$ cat src/rtl/aes128_encrypt_iter_pkg.sv
// rtl/aes128_encrypt_iter_pkg.sv - AES constants, types and byte-level helper functions
package aes128_encrypt_iter_pkg;

  localparam int AES_NR = 10;

  typedef logic [127:0] state_t;

  // FIPS-197 S-box, entry 0 in the most significant byte
  localparam logic [2047:0] SBOX = {
    128'h637c777bf26b6fc53001672bfed7ab76, 128'hca82c97dfa5947f0add4a2af9ca472c0,
    128'hb7fd9326363ff7cc34a5e5f171d83115, 128'h04c723c31896059a071280e2eb27b275,
    128'h09832c1a1b6e5aa0523bd6b329e32f84, 128'h53d100ed20fcb15b6acbbe394a4c58cf,
    128'hd0efaafb434d338545f9027f503c9fa8, 128'h51a3408f929d38f5bcb6da2110fff3d2,
    128'hcd0c13ec5f974417c4a77e3d645d1973, 128'h60814fdc222a908846eeb814de5e0bdb,
    128'he0323a0a4906245cc2d3ac629195e479, 128'he7c8376d8dd54ea96c56f4ea657aae08,
    128'hba78252e1ca6b4c6e8dd741f4bbd8b8a, 128'h703eb5664803f60e613557b986c11d9e,
    128'he1f8981169d98e949b1e87e9ce5528df, 128'h8ca1890dbfe6426841992d0fb054bb16
  };

  // Round constants for rounds 1..10, round 1 in the most significant byte
  localparam logic [79:0] RCON = 80'h01020408102040801b36;

  function automatic logic [7:0] sbox(input logic [7:0] b);
    int idx;
    idx = 2047 - 8 * int'(b);
    return SBOX[idx -: 8];
  endfunction

  function automatic logic [7:0] rcon(input int r);
    return RCON[79 - 8 * (r - 1) -: 8];
  endfunction

  function automatic logic [31:0] sub_word(input logic [31:0] w);
    return {sbox(w[31:24]), sbox(w[23:16]), sbox(w[15:8]), sbox(w[7:0])};
  endfunction

  // Multiply by x in GF(2^8) modulo x^8+x^4+x^3+x+1
  function automatic logic [7:0] xtime(input logic [7:0] b);
    return {b[6:0], 1'b0} ^ (b[7] ? 8'h1b : 8'h00);
  endfunction

  // Bit offset of the top bit of byte i (byte 0 at [127:120])
  function automatic int byte_msb(input int i);
    return 127 - 8 * i;
  endfunction

  // Column-major byte index for (column, row)
  function automatic int byte_idx(input int col, input int row);
    return col * 4 + row;
  endfunction

endpackage

$ cat src/rtl/aes128_encrypt_iter_round.sv
// rtl/aes128_encrypt_iter_round.sv - one combinational AES encryption round
module aes_round
  import aes128_encrypt_iter_pkg::*;
(
  input  state_t state_in,
  input  state_t round_key,
  input  logic   last,
  output state_t state_out
);

  logic [7:0] sb [16];
  state_t     sr;
  state_t     mc;

  genvar g;
  generate
    for (g = 0; g < 16; g++) begin : g_sbox
      aes_sbox u_sbox (.a(state_in[127 - 8 * g -: 8]), .y(sb[g]));
    end
  endgenerate

  // ShiftRows rotates row r left by r columns; MixColumns is skipped on the final round
  always_comb begin
    logic [7:0] a0, a1, a2, a3;
    sr = '0;
    mc = '0;
    for (int c = 0; c < 4; c++) begin
      for (int r = 0; r < 4; r++) begin
        sr[byte_msb(byte_idx(c, r)) -: 8] = sb[byte_idx((c + r) % 4, r)];
      end
    end
    for (int c = 0; c < 4; c++) begin
      a0 = sr[byte_msb(byte_idx(c, 0)) -: 8];
      a1 = sr[byte_msb(byte_idx(c, 1)) -: 8];
      a2 = sr[byte_msb(byte_idx(c, 2)) -: 8];
      a3 = sr[byte_msb(byte_idx(c, 3)) -: 8];
      if (last) begin
        mc[byte_msb(byte_idx(c, 0)) -: 8] = a0;
        mc[byte_msb(byte_idx(c, 1)) -: 8] = a1;
        mc[byte_msb(byte_idx(c, 2)) -: 8] = a2;
        mc[byte_msb(byte_idx(c, 3)) -: 8] = a3;
      end else begin
        mc[byte_msb(byte_idx(c, 0)) -: 8] = xtime(a0) ^ xtime(a1) ^ a1 ^ a2 ^ a3;
        mc[byte_msb(byte_idx(c, 1)) -: 8] = a0 ^ xtime(a1) ^ xtime(a2) ^ a2 ^ a3;
        mc[byte_msb(byte_idx(c, 2)) -: 8] = a0 ^ a1 ^ xtime(a2) ^ xtime(a3) ^ a3;
        mc[byte_msb(byte_idx(c, 3)) -: 8] = xtime(a0) ^ a0 ^ a1 ^ a2 ^ xtime(a3);
      end
    end
  end

  assign state_out = mc ^ round_key;

endmodule

$ cat src/rtl/aes128_encrypt_iter_sbox.sv
// rtl/aes128_encrypt_iter_sbox.sv - single AES S-box lookup
module aes_sbox
  import aes128_encrypt_iter_pkg::*;
(
  input  logic [7:0] a,
  output logic [7:0] y
);

  assign y = sbox(a);

endmodule

$ cat src/rtl/aes128_encrypt_iter.sv
// rtl/aes128_encrypt_iter.sv - iterative AES-128 encryption core, one round per clock
module aes128_encrypt_iter
  import aes128_encrypt_iter_pkg::*;
#(
  parameter int NR              = AES_NR,
  parameter bit CLR_KEY_ON_DONE = 1'b1
) (
  input  logic         clk,
  input  logic         rst,
  input  logic         in_valid,
  output logic         in_ready,
  input  logic [127:0] key,
  input  logic [127:0] plaintext,
  output logic         out_valid,
  input  logic         out_ready,
  output logic [127:0] ciphertext,
  output logic [127:0] ke_key,
  output logic [3:0]   ke_round,
  input  logic [127:0] ke_op_key,
  output logic         busy
);

  localparam logic [1:0] S_IDLE  = 2'd0;
  localparam logic [1:0] S_ROUND = 2'd1;
  localparam logic [1:0] S_DONE  = 2'd2;

  logic [1:0] state;
  logic [3:0] rnd;
  state_t     state_q;
  state_t     key_q;
  state_t     round_out;
  logic       last_round;

  assign last_round = (rnd == 4'(NR));

  aes_round u_round (
    .state_in  (state_q),
    .round_key (ke_op_key),
    .last      (last_round),
    .state_out (round_out)
  );

  assign in_ready   = (state == S_IDLE);
  assign out_valid  = (state == S_DONE);
  assign busy       = (state == S_ROUND) || (state == S_DONE);
  assign ke_round   = (state == S_ROUND) ? rnd : 4'd0;
  assign ke_key     = key_q;
  assign ciphertext = state_q;

  // Sequencer: accept with whitening, iterate rounds, hold result until taken
  always_ff @(posedge clk) begin
    if (rst) begin
      state   <= S_IDLE;
      rnd     <= 4'd0;
      state_q <= '0;
      key_q   <= '0;
    end else begin
      case (state)
        S_IDLE: begin
          if (in_valid) begin
            key_q   <= key;
            state_q <= plaintext ^ key;
            rnd     <= 4'd1;
            state   <= S_ROUND;
          end
        end
        S_ROUND: begin
          state_q <= round_out;
          if (last_round) state <= S_DONE;
          else            rnd   <= rnd + 4'd1;
        end
        S_DONE: begin
          if (out_ready) begin
            state <= S_IDLE;
            rnd   <= 4'd0;
            if (CLR_KEY_ON_DONE) key_q <= '0;
          end
        end
        default: state <= S_IDLE;
      endcase
    end
  end

endmodule

$ cat config.mk
export PLATFORM = sky130hd
export DESIGN_NAME = aes128_encrypt_iter
export DESIGN_NICKNAME = d
export VERILOG_FILES = /design/src/rtl/aes128_encrypt_iter_pkg.sv /design/src/rtl/aes128_encrypt_iter_round.sv /design/src/rtl/aes128_encrypt_iter_sbox.sv /design/src/rtl/aes128_encrypt_iter.sv
export SDC_FILE = /design/constraint.sdc
export NUM_CORES = 2
export LEC_CHECK = 0
export ABC_CLOCK_PERIOD_IN_PS = 4000
export CAP_MARGIN = 20
export CORE_ASPECT_RATIO = 0.7
export CORE_MARGIN = 10
export CORE_UTILIZATION = 27
export CTS_CLUSTER_SIZE = 16
export DETAILED_ROUTE_END_ITERATION = 8
export DONT_BUFFER_PORTS = 1
export PLACE_DENSITY = 0.38
export SLEW_MARGIN = 0
export SYNTH_ARGS = -nofsm -noshare
export SYNTH_HDL_FRONTEND = slang
export SYNTH_HIERARCHICAL = 1
export SYNTH_SLANG_ARGS = --single-unit
$ cat constraint.sdc
create_clock -name clk -period 4 [get_ports clk]
set_clock_uncertainty 0.1 [all_clocks]
set_input_delay 0.6 -clock clk [delete_from_list [all_inputs] [get_ports clk]]
set_output_delay 0.6 -clock clk [all_outputs]
set_load 0.01 [all_outputs]
# Yosys cells after proc, flatten, opt, wreduce, memory -nomap -nowiden
# Cells that the tools add are included.
dict set report classes {
  add_sub_neg 17
  n_eq_ne 7
  shifts 16
  mux 34
  bitwise 82
  n_reduce_logical 9
}
# cell count
set op_table {}
lappend op_table {{$shiftx A2055 B12 Y8 const A} 16}
lappend op_table {{$xor A8 B8 Y8} 80}
lappend op_table {{$pmux W128 S2} 2}
lappend op_table {{$mux W128} 3}
lappend op_table {{$xor A128 B128 Y128} 2}
lappend op_table {{$sub A11 B11 Y12 const A} 16}
lappend op_table {{$mux W32} 4}
lappend op_table {{$mux W5} 16}
lappend op_table {{$mux W4} 4}
lappend op_table {{$pmux W4 S3} 1}
lappend op_table {{$mux W2} 3}
lappend op_table {{$ne A2 B2 Y1 const B} 3}
lappend op_table {{$pmux W2 S3} 1}
lappend op_table {{$reduce_and A3 Y1} 2}
lappend op_table {{$add A4 B1 Y4 const B} 1}
lappend op_table {{$eq A4 B4 Y1 const B} 1}
lappend op_table {{$reduce_and A4 Y1} 1}
lappend op_table {{$reduce_bool A2 Y1} 2}
lappend op_table {{$reduce_bool A3 Y1} 1}
lappend op_table {{$eq A2 B1 Y1 const B} 1}
lappend op_table {{$eq A2 B2 Y1 const B} 1}
lappend op_table {{$logic_not A2 Y1} 1}
lappend op_table {{$ne A2 B1 Y1 const B} 1}
lappend op_table {{$reduce_and A2 Y1} 1}
lappend op_table {{$logic_or A1 B1 Y1} 1}
dict set report totals {
  register_bits 262
  word_cells 169
}

# Depth between registers and ports, before layout
dict set report logic_depth {
  word_depth 11
  ltp_mapped 18
}

# Modules after synthesis
# Netlist, hierarchy kept.
# mod instances cells_each area_each_um2
set by_module_without_submodules {}
lappend by_module_without_submodules {aes_sbox 16 551 3435.8}
lappend by_module_without_submodules {aes128_encrypt_iter 1 1456 11639.9}
lappend by_module_without_submodules {aes_round 1 747 7607.3}

# Worst setup path after synthesis
# Ideal clock, no wire load.
dict set report synth_timing {
  path_type {reg2reg}
  startpoint {reg state_q[57] (netlist: ciphertext[57])}
  endpoint {reg state_q[43] (netlist: ciphertext[43])}
  arrival_time_ns 4.275
  required_ns 3.826
  slack_ns -0.449
  stages_incl_launch_ff 17
  path_buffers 3
  synth_period_minus_slack_ns 4.449
  cell_sequence {dfxtp_1 > buf_2 > inv_1 > ha_1 > buf_2 > clkbuf_1 > a21o_1 > o221ai_2 > a211oi_1 > nor3_1 > nor4_1 > xnor3_1 > xnor3_1 > o21ai_1 > xor2_1 > a21oi_1 > o21ai_0}
}
# element line
set synth_rtl {}
lappend synth_rtl {{start, declared} aes128_encrypt_iter.sv:29} ;# state_t state_q;
lappend synth_rtl {{start signal, assigned} aes128_encrypt_iter.sv:62} ;# state_q <= plaintext ^ key;
lappend synth_rtl {{start signal, assigned} aes128_encrypt_iter.sv:68} ;# state_q <= round_out;

==> impl_metrics.env <==
export IMPL_worstReg2RegEnd="ciphertext[11]$_SDFFE_PP0P_"
export IMPL_final_core_util_pct=42.40
export IMPL_netlist_top_cell_by_area="a21oi_1"
export IMPL_synthXorXnorAreaFrac_pct=10.04
export IMPL_drive_gt1_share_pct=40.29
export IMPL_yosysSeqAreaShare_pct=7.067
export IMPL_fin_ws_ns=-0.2250
export IMPL_numCtsBuffers=40
export IMPL_core_area_um2=272700
export IMPL_cts_tree="yes"
export IMPL_cp_endpoint="ciphertext[11]$_SDFFE_PP0P_"
export IMPL_max_cap_violations=0
export IMPL_syn_cell_area_um2=74220
export IMPL_critPathCaptureType="flip-flop"
export IMPL_worstRegToRegCells=18
export IMPL_synth_fa_ha_area_share_pct=4.147
export IMPL_die_x_um=646.7
export IMPL_dieArea_um2=296600
export IMPL_fp_dieH_um=458.7
export IMPL_place_congestion=1.053
export IMPL_wl_mm=542.1
export IMPL_area_delta_synth_final_pct=55.76
export IMPL_dp_hpwl_mm=421.5
export IMPL_path_class="flip-flop to flip-flop"
export IMPL_finalCritPeriodShare_pct=105.6
export IMPL_detail_route_vias_per_cell=6.243
export IMPL_drt_pass1_iter_count=9
export IMPL_grt_pass1_vias=99888
export IMPL_ant_nets=0
export IMPL_ys_flop_type="dfxtp_1"
export IMPL_final_hold_viol_count=0
export IMPL_ys_types=89
export IMPL_outcome="finished with violations"
export IMPL_syn_area_per_cell_um2=6.736
export IMPL_ys_ff_latch=262
export IMPL_synthTopCellsByArea="a21oi_1 (8.0%), dfxtp_1 (7.1%), nand2_1 (5.9%), o21ai_0 (5.2%), ha_1 (4.1%)"
export IMPL_synth_top_area_share_pct=8.011
export IMPL_yosys_top_cells_count="a21oi_1 (1188), nand2_1 (1174), o21ai_0 (771), nor2_1 (743), buf_2 (554)"
export IMPL_worstHoldStart="key[57]"
export IMPL_hold_class="input pin to flip-flop"
export IMPL_cp_arrival_ns=4.63
export IMPL_worstReg2RegStart="ciphertext[72]$_SDFFE_PP0P_"
export IMPL_synth_compound_area_share_pct=39.09
export IMPL_nNetsFinal=14097
export IMPL_muxShareOfSynthArea_pct=2.726
export IMPL_cts_sinks=262
export IMPL_start_util_pct=27.22
export IMPL_io_pins=651
export IMPL_synth_simple_gate_area_share_pct=26.46
export IMPL_gr_usage_all_layers_pct=33.67
export IMPL_setup_viol=34
export IMPL_fmax_ghz=0.2367
export IMPL_grt_overflow=0
export IMPL_cts_htree_levels=2
export IMPL_synth_top_family_by_area="compound AO/OA/AOI/OAI gates"
export IMPL_critical_path_startpoint="ciphertext[72]$_SDFFE_PP0P_"
export IMPL_postSynthCellCount=11019
export IMPL_syn_nets=11653
export IMPL_clk_latency_ns=0.68
export IMPL_min_period_ns=4.225
export IMPL_max_slew_margin_pct=26.09
export IMPL_clock_path_buffers=3
export IMPL_vias=107079
export IMPL_root_buffer="clkbuf_16"
export IMPL_path_max_fanout=6
export IMPL_grt_setup_unrepaired="yes"
export IMPL_async_reset_ff_share_pct=0
export IMPL_drc_errors=1
export IMPL_yosysMostFrequentCell="a21oi_1"
export IMPL_synth_edf_count=0
export IMPL_antenna_found_initial=18
export IMPL_worst_setup_path_start_kind="flip-flop"
export IMPL_fillCellCount=28404
export IMPL_crit_required_ns=4.41
export IMPL_violations="design-rule violations, negative setup slack"
export IMPL_grt_max_degree=125
export IMPL_io_buffers=0
export IMPL_drt_iter0_markers=15073
export IMPL_post_drt_wl_per_cell_um=31.61
export IMPL_rows=160
export IMPL_maxSlewViolCount=0
export IMPL_rrSetupSlack_ns=-0.22
export IMPL_yosys_warnings=6
export IMPL_grt_first_pass_wirelength_mm=757.1
export IMPL_tightest_slew_ns=1.109
export IMPL_clk_pin_slew_ns=0.07
export IMPL_preCtsSetupSlack_ns=-1.218
==> per-stage QoR <==
step                instances  setup TNS [ns]  hold WS (ns)  cell area, um2
global route            17148          -8.259       0.03488          115600
floorplan               11019        -0.09563        0.3709           74330
finish                  17153          -1.982       0.03869          115600
global placement        16631          -62.15        0.3646           99490
detailed placement      16631          -58.51        0.3707           99490
CTS                     16937          -1.612    0.00001282          107900
==> metal layers <==
metal / GRT usage [%] / share of wire (%)
met2: 48.43 / 41
met3: 7.570 / 11
met4: 9.710 / 3.9
met1: 49.41 / 44
met5: 0 / 0.055
==> cells in the final DEF (no fill, tap or decap), types with 59 or more instances in the layout <==
cell and count:
a211oi_2 63, ha_4 101, nor3_1 178, o21ai_1 272, xnor2_1 186, nand3b_1 195, a311oi_1 206, o2111ai_1 79
a311o_1 64, o21ai_2 98, inv_1 92, or2_2 59, ha_1 119, xor2_1 123, nor2_1 718, a21oi_2 142
dfxtp_4 68, dfxtp_1 158, xnor3_1 119, a31oi_1 281, buf_4 3070, buf_12 242, buf_6 285, mux2i_1 108
o21ai_0 564, nor2b_1 166, nand3_1 320, a211oi_1 146, nand2b_1 230, o211ai_1 224, o21a_1 64, nand2_1 1135
a22oi_1 63, a21oi_1 1019, o221ai_1 69, dlygate4sd3_1 107, and3_1 128
==> final cells by class <==
cell class | instances | area [um2] | share of cell area [%]
Inverter | 148 | 673.1 | 0.5823
Clock inverter | 19 | 193.9 | 0.1678
Antenna cell | 13 | 32.53 | 0.02814
Multi-Input combinational cell | 9246 | 70210 | 60.73
Clock buffer | 55 | 1129 | 0.9763
Timing Repair Buffer | 3765 | 33260 | 28.77
Tap cell | 3645 | 4561 | 3.945
Sequential cell | 262 | 5545 | 4.797
==> registers in the layout (all words and copies together) (netlist names) <==
signal,cells
ke_key,128
ciphertext,128
rnd,4
state,2
==> cell families after synthesis <==
family | Yosys count
xor+xnor | 584
buf+inv | 1511
flops | 262
fa+ha+maj | 246
mux | 160
simple gates | 3905
compound gates | 4351
==> worst min path at each step <==
stage | to | cells after the start | slack (ns)
floorplan | rnd[3]$_SDFFE_PP0P_ | 2 | 0.37
global placement | ciphertext[68]$_SDFFE_PP0P_ | 2 | 0.36
detailed placement | ciphertext[33]$_SDFFE_PP0P_ | 2 | 0.37
CTS | ke_key[116]$_SDFFE_PP0P_ | 2 | 0.00001
global route | ke_key[62]$_SDFFE_PP0P_ | 2 | 0.03
finish | ke_key[57]$_SDFFE_PP0P_ | 2 | 0.04
==> worst max-delay path, cell delays in order (launching register included) <==
cell	delay (ns)
dfxtp_4	0.42
clkinvlp_4	0.17
ha_4	0.31
buf_12	0.15
nand2b_4	0.09
buf_6	0.13
a31oi_1	0.16
buf_4	0.18
a31oi_4	0.04
o21a_1	0.21
o32ai_2	0.29
or3_4	0.23
buf_6	0.10
xnor3_1	0.42
xnor3_1	0.40
o21ai_4	0.24
xor2_2	0.12
a21oi_2	0.20
o21ai_1	0.08
==> timing repair <==
action / CTS / global route
hold buffers: 109 / 0
pin swaps: 272 / 580
hold endpoints to repair: 125 / 0
gates resized for setup: 1087 / 1346
setup endpoints to repair: 128 / 126
cloned: 4 / 12
setup buffers: 126 / 211
Power is left out: the tool's default activity adds up to more than one toggle a clock period on the data nets, which glitch-free logic cannot reach.
